$ cat src/rtl/rx_word_assembler.sv
// rx_word_assembler
// Pops bytes from the RX FIFO, packs them little-endian into a word and
// hands the word to the register file over a valid/ready handshake.
// Partial words are handed over early on flush or after an idle timeout.
module rx_word_assembler #(
    parameter int WORD_WIDTH     = 32,
    parameter int BYTE_WIDTH     = 8,
    parameter int TIMEOUT_CYCLES = 1024
) (
    input  logic                                      clk,
    input  logic                                      rst,
    input  logic                                      empty,
    input  logic                                      inValid,
    output logic                                      inReady,
    input  logic [BYTE_WIDTH-1:0]                     data_in,
    input  logic                                      flush,
    output logic                                      rxValid,
    input  logic                                      rxReady,
    output logic [WORD_WIDTH-1:0]                     data_out,
    output logic [$clog2(WORD_WIDTH/BYTE_WIDTH):0]    byte_count
);

    localparam int BPW   = WORD_WIDTH / BYTE_WIDTH;
    localparam int CNT_W = $clog2(BPW) + 1;
    // A disabled timeout still needs a legal (1-bit) counter vector.
    localparam int TMO_W = (TIMEOUT_CYCLES > 0) ? $clog2(TIMEOUT_CYCLES + 1) : 1;
    localparam bit TMO_EN = (TIMEOUT_CYCLES > 0);

    localparam logic [CNT_W-1:0] IDX_LAST = CNT_W'(BPW - 1);
    localparam logic [CNT_W-1:0] CNT_FULL = CNT_W'(BPW);
    localparam logic [TMO_W-1:0] TMO_LAST = TMO_W'((TIMEOUT_CYCLES > 0) ? TIMEOUT_CYCLES - 1 : 0);

    // Two-bit encoding leaves spare codes that the default branch recovers from.
    typedef enum logic [1:0] {
        ST_COLLECT = 2'd0,
        ST_HOLD    = 2'd1
    } state_t;

    state_t                 state_q, state_d;
    logic [CNT_W-1:0]       idx_q, idx_d;
    logic [TMO_W-1:0]       tmo_q, tmo_d;
    logic [WORD_WIDTH-1:0]  word_q, word_d;
    logic                   rx_valid_q, rx_valid_d;
    logic [WORD_WIDTH-1:0]  data_out_q, data_out_d;
    logic [CNT_W-1:0]       byte_count_q, byte_count_d;

    logic                   acc;
    logic [BPW-1:0]         lane_wr;
    logic [WORD_WIDTH-1:0]  word_acc;

    logic                   present;
    logic [WORD_WIDTH-1:0]  present_word;
    logic [CNT_W-1:0]       present_cnt;

    // Pop request is withheld while a word waits for the register file.
    assign inReady = (state_q == ST_COLLECT) && !rst;
    assign acc     = inValid && !empty && inReady;

    // Word as it would look with this cycle's byte merged into its lane.
    genvar gi;
    generate
        for (gi = 0; gi < BPW; gi++) begin : g_lane
            assign lane_wr[gi] = acc && (idx_q == CNT_W'(gi));
            assign word_acc[gi*BYTE_WIDTH +: BYTE_WIDTH] =
                lane_wr[gi] ? data_in : word_q[gi*BYTE_WIDTH +: BYTE_WIDTH];
        end
    endgenerate

    // Next-state logic: collect bytes, decide when to present, release on handshake.
    always_comb begin
        state_d      = state_q;
        idx_d        = idx_q;
        tmo_d        = tmo_q;
        word_d       = word_q;
        rx_valid_d   = rx_valid_q;
        data_out_d   = data_out_q;
        byte_count_d = byte_count_q;
        present      = 1'b0;
        present_word = word_acc;
        present_cnt  = CNT_FULL;

        case (state_q)
            ST_COLLECT: begin
                if (acc && (idx_q == IDX_LAST)) begin
                    present      = 1'b1;
                    present_word = word_acc;
                    present_cnt  = CNT_FULL;
                end else if (flush && ((idx_q != '0) || acc)) begin
                    // Include a byte landing in the same cycle as the flush.
                    present      = 1'b1;
                    present_word = word_acc;
                    present_cnt  = idx_q + CNT_W'(acc);
                end else if (TMO_EN && (idx_q != '0) && !acc && (tmo_q == TMO_LAST)) begin
                    present      = 1'b1;
                    present_word = word_q;
                    present_cnt  = idx_q;
                end else if (acc) begin
                    word_d = word_acc;
                    idx_d  = idx_q + CNT_W'(1);
                    tmo_d  = '0;
                end else if (idx_q == '0) begin
                    // Nothing buffered: nothing to time out.
                    tmo_d = '0;
                end else if (TMO_EN) begin
                    tmo_d = tmo_q + TMO_W'(1);
                end
            end
            ST_HOLD: begin
                // Flush and new bytes are ignored until the word is taken.
                if (rx_valid_q && rxReady) begin
                    rx_valid_d   = 1'b0;
                    data_out_d   = '0;
                    byte_count_d = '0;
                    idx_d        = '0;
                    word_d       = '0;
                    tmo_d        = '0;
                    state_d      = ST_COLLECT;
                end
            end
            default: begin
                state_d      = ST_COLLECT;
                idx_d        = '0;
                word_d       = '0;
                tmo_d        = '0;
                rx_valid_d   = 1'b0;
                data_out_d   = '0;
                byte_count_d = '0;
            end
        endcase

        // Presenting a word also clears the collector for the next one.
        if (present) begin
            rx_valid_d   = 1'b1;
            data_out_d   = present_word;
            byte_count_d = present_cnt;
            state_d      = ST_HOLD;
            idx_d        = '0;
            word_d       = '0;
            tmo_d        = '0;
        end
    end

    // State and registered outputs, cleared by synchronous reset.
    always_ff @(posedge clk) begin
        if (rst) begin
            state_q      <= ST_COLLECT;
            idx_q        <= '0;
            tmo_q        <= '0;
            word_q       <= '0;
            rx_valid_q   <= 1'b0;
            data_out_q   <= '0;
            byte_count_q <= '0;
        end else begin
            state_q      <= state_d;
            idx_q        <= idx_d;
            tmo_q        <= tmo_d;
            word_q       <= word_d;
            rx_valid_q   <= rx_valid_d;
            data_out_q   <= data_out_d;
            byte_count_q <= byte_count_d;
        end
    end

    assign rxValid    = rx_valid_q;
    assign data_out   = data_out_q;
    assign byte_count = byte_count_q;

endmodule

$ cat config.mk
export PLATFORM = sky130hd
export DESIGN_NAME = rx_word_assembler
export DESIGN_NICKNAME = d
export VERILOG_FILES = /design/src/rtl/rx_word_assembler.sv
export SDC_FILE = /design/constraint.sdc
export NUM_CORES = 1
export LEC_CHECK = 0
export ABC_AREA = 1
export BUFFER_PORTS_ARGS = -buffer_cell sky130_fd_sc_hd__buf_4
export CORE_MARGIN = 3
export CORE_UTILIZATION = 41
export CTS_BUF_LIST = sky130_fd_sc_hd__clkbuf_4
export CTS_CLUSTER_DIAMETER = 100
export DETAILED_ROUTE_END_ITERATION = 8
export PLACE_DENSITY = 0.56
export SLEW_MARGIN = 20
export SYNTH_ARGS = -nofsm -noshare
export SYNTH_HDL_FRONTEND = slang
export SYNTH_SLANG_ARGS = --single-unit
$ cat constraint.sdc
create_clock -name clk -period 2.92 [get_ports clk]
set_input_delay 0.584 -clock clk [delete_from_list [all_inputs] [get_ports clk]]
set_output_delay 0.584 -clock clk [all_outputs]
set_load 0.02 [all_outputs]
==> reports/qor.yml <==
synth:
  synthCells: 691
  post_synth_num_cell_types: 32
  post_synth_instance_area_um2: 4540
  yosysWarnings: 0
  synth_sequential_area_ratio: 0.362
  syn_nets: 713
  syn_area_per_cell_um2: 6.57
  ys_ff_latch: 82
grt:
  maximum_number_of_pins_on_one_net_before_global_route_repair: 39
  number_of_antenna_violations_at_the_first_check_in_global_routing: 0
  gr-usage-all-layers: 0.202
  wire_length_of_the_first_global_routing_pass_um: 20400
  grt_overflow: 0
  vias_in_the_first_global_route: 4186
critical_path:
  r2r_start: "state_q[0]$_SDFFE_PP0P_"
  worst-path-stages: 10
  rrSetupSlack_ns: 0.38
  timing_worst_setup_path_type: "flop to flop"
  critical_path_peak_fanout: 38
  critPathRequiredTime_ns: 3.32
  critPathArrivalTime_ns: 2.94
  timing.critical_path.slowest_stage_cell: "sky130_fd_sc_hd__dfxtp_1"
  critical_path.top_delay_family: "buffers and inverters"
  worst-r2r-cell-count: 10
  critical_path.max_stage_delay_ns: 0.61
  rr_endpoint: "word_q[12]$_SDFFE_PP0P_"
  cp-start-kind: "flop"
  cp-end-kind: "flop"
  cell_repeated_most_along_the_worst_path: "sky130_fd_sc_hd__nand2_1"
  timing.critical_path.cells: "inv_2, buf_4, nand2_1, nand2_1, inv_2, nand4_2, buf_4, nand2_1, nand2_1, nor2_1"
  timing.critical_path.buf_inv: 4
finish:
  stdcell_area_um2: 5040
  areaGrowthSynthToFinish_pct: 11.1
  area_taken_by_flip_flops_and_latches_um2: 1640
  finalCoreUtilization: 0.478
  multi_input_comb_area_um2: 2370
  layout.cells.most_common: "sky130_fd_sc_hd__nand2_1"
  drive_gt1_frac: 0.142
  nNetsFinal: 746
  filler_cell_count: 1095
  finish.cell_count_without_fillers: 863
  most-common-layout-cells: "sky130_fd_sc_hd__nand2_1 (192), sky130_fd_sc_hd__dfxtp_1 (82), sky130_fd_sc_hd__nor2_1 (76), sky130_fd_sc_hd__nand3_1 (76), sky130_fd_sc_hd__inv_1 (72)"
  count_of_antenna_diodes_in_the_layout: 0
clocking:
  clock-sinks: 82
  cts_repair_resize_count: 0
  cts_root_buf: "sky130_fd_sc_hd__clkbuf_4"
  buffer_levels_on_the_longest_clock_path: 2
  clock_insertion_delay_worst_skew_ns: 0.47
  cts.clk_slew.worst_paths_ns: 0.12
  tritoncts_clock_tree: "done"
  cts_setup_buffers: 0
  numCtsBuffers: 9
  cts_h_tree_lvls: 3
  ctsHoldBuffers: 0
sta:
  rsz0062_at_grt: "no"
  timing.fmax_mhz: 394
  timing.final.setup_violations: 0
  timing.final.max_slew_violations: 0
  slew_headroom: 0.468
  worst-slew-pin-transition_ns: 0.796
  final_hold_viol_count: 0
  period_share: 0.869
  hold_ws_ns: 0.427
  finalSetupTns_ns: 0
  finalClockSkew_ns: 0.0238
  finalWorstPathRequiredPeriod_ns: 2.54
job:
  cap_violations: 0
die:
  fp-row-count: 37
  fp.dieH_um: 111
  die_width_um: 111
  io_pins: 51
  die-area_um2: 12400
  start_util: 0.430
  core_area_um2: 10600
hold_path:
  timing.hold.worst_endpoint: "state_q[0]$_SDFFE_PP0P_"
  worstHoldPathType: "primary input to flop"
  min_delay_path_depth: 4
  hold_path_startpoint: "rst"
placement:
  numPlacedInstances: 849
  place_hpwl_um: 8280
  routabilityCongestion: 0.892
  place.port_buffers: 50
  dpl_cell_area_um2: 4930
detailed_routing:
  drt-pass1-iter-count: 7
  route.antenna.remaining_nets: 0
  routed-via-count: 4338
  detail_route.wirelength_um: 12300
  drt-initial-drc-count: 259
  route.detailed.drc: 0
  via_per_inst: 5.03
  drt-wirelength-per-cell_um: 14.2
outcome:
  status: "completed"
power:
  power.ir.vdd_worst_mv: 0.285
  cellLeakagePower_nw: 2.44
  power.density_nw_per_um2: 620
[sequential cells by signal, indices dropped and copies added, names as in the netlist]
register    flops
byte_count      3
data_out       32
idx_q           3
tmo_q          11
state_q         1
word_q         32
[worst register-to-register path, stage by stage, from the launching register on]
cell and delay [ns]:
sky130_fd_sc_hd__dfxtp_1 0.61, sky130_fd_sc_hd__inv_2 0.08, sky130_fd_sc_hd__buf_4 0.28, sky130_fd_sc_hd__nand2_1 0.13, sky130_fd_sc_hd__nand2_1 0.06, sky130_fd_sc_hd__inv_2 0.23, sky130_fd_sc_hd__nand4_2 0.48, sky130_fd_sc_hd__buf_4 0.38
sky130_fd_sc_hd__nand2_1 0.09, sky130_fd_sc_hd__nand2_1 0.05, sky130_fd_sc_hd__nor2_1 0.10
[report_power, final]
group / total, mW / leakage, nW / switching, mW / internal, mW
Clock: 0.651 / 0.0665 / 0.407 / 0.244
Sequential: 1.32 / 0.665 / 0.0750 / 1.25
Combinational: 1.15 / 1.70 / 0.773 / 0.381
[metrics by stage]
stage                     setup WS, ns  total power, mW
after floorplan                   1.04             2.25
after detailed placement         0.313             2.50
after global routing            0.0388             3.38
after global placement           0.369             2.48
final                            0.382             3.13
after CTS                        0.361             3.15
[cell usage after synthesis]
master / count / area [um^2]
sky130_fd_sc_hd__xor2_1: 1 / 8.76
sky130_fd_sc_hd__nand2_2: 11 / 68.8
sky130_fd_sc_hd__dfxtp_1: 82 / 1640
sky130_fd_sc_hd__o21ai_0: 17 / 85.1
sky130_fd_sc_hd__buf_4: 9 / 67.6
sky130_fd_sc_hd__clkbuf_1: 10 / 37.5
sky130_fd_sc_hd__nand2_4: 2 / 22.5
sky130_fd_sc_hd__nor2_8: 1 / 20.0
sky130_fd_sc_hd__a21oi_1: 43 / 215
sky130_fd_sc_hd__buf_6: 7 / 78.8
sky130_fd_sc_hd__nor3_2: 1 / 10.0
sky130_fd_sc_hd__nand3_1: 76 / 380
sky130_fd_sc_hd__o21ai_1: 2 / 10.0
sky130_fd_sc_hd__ha_1: 8 / 100
sky130_fd_sc_hd__inv_1: 72 / 270
sky130_fd_sc_hd__buf_1: 2 / 7.51
sky130_fd_sc_hd__nand4_2: 1 / 12.5
sky130_fd_sc_hd__nor3_1: 4 / 20.0
sky130_fd_sc_hd__inv_2: 6 / 22.5
sky130_fd_sc_hd__buf_2: 9 / 45.0
sky130_fd_sc_hd__or2_1: 1 / 6.26
sky130_fd_sc_hd__nor2_1: 76 / 285
sky130_fd_sc_hd__and2_1: 25 / 156
sky130_fd_sc_hd__nor2_4: 2 / 22.5
sky130_fd_sc_hd__or2_2: 2 / 12.5
sky130_fd_sc_hd__nand2_1: 192 / 721
sky130_fd_sc_hd__o22ai_1: 2 / 12.5
sky130_fd_sc_hd__o21bai_1: 5 / 37.5
sky130_fd_sc_hd__nor2_2: 2 / 12.5
sky130_fd_sc_hd__nand4_1: 16 / 100
sky130_fd_sc_hd__nand3_4: 1 / 17.5
sky130_fd_sc_hd__nand3_2: 3 / 30.0
[how the worst max path moves through the flow]
stage                                 endpoint               startpoint  slack (ns)
floorplan           byte_count[2]$_SDFFE_PP0P_                    empty        1.04
global placement         tmo_q[2]$_SDFFE_PP0P_                      rst        0.37
detailed placement      word_q[6]$_SDFFE_PP0P_                    empty        0.31
CTS                     word_q[1]$_SDFFE_PP0P_  state_q[0]$_SDFFE_PP0P_        0.36
global route            word_q[4]$_SDFFE_PP0P_  state_q[0]$_SDFFE_PP0P_        0.04
finish                 word_q[12]$_SDFFE_PP0P_  state_q[0]$_SDFFE_PP0P_        0.38
[logic make-up after synthesis]
kind of cell               count (synthesis)  synth area share
AOI/OAI and AO/OA                         69            0.0794
xor gates and xnor gates                   1           0.00193
adders and majority gates                  8            0.0221
buffers and inverters                    115             0.117
DFF                                       82             0.362
and+or+nand+nor                          416             0.418
[per-layer routing]
metal,wire (um),track usage,up-vias
met1,5600,0.255,1996
li1,-,-,2240
met5,0,0,-
met2,5920,0.344,87
met3,548,0.0393,15
met4,182,0.0657,0
[final cells by class]
cell class | count | area share
inverter | 78 | 0.0581
sequential | 82 | 0.326
clock buffer | 9 | 0.0134
multi-input combinational | 494 | 0.469
timing repair buffer | 59 | 0.0903
clock inverter | 5 | 0.00943
tap | 136 | 0.0337
No activity file was read; power rests on OpenSTA's default activity.
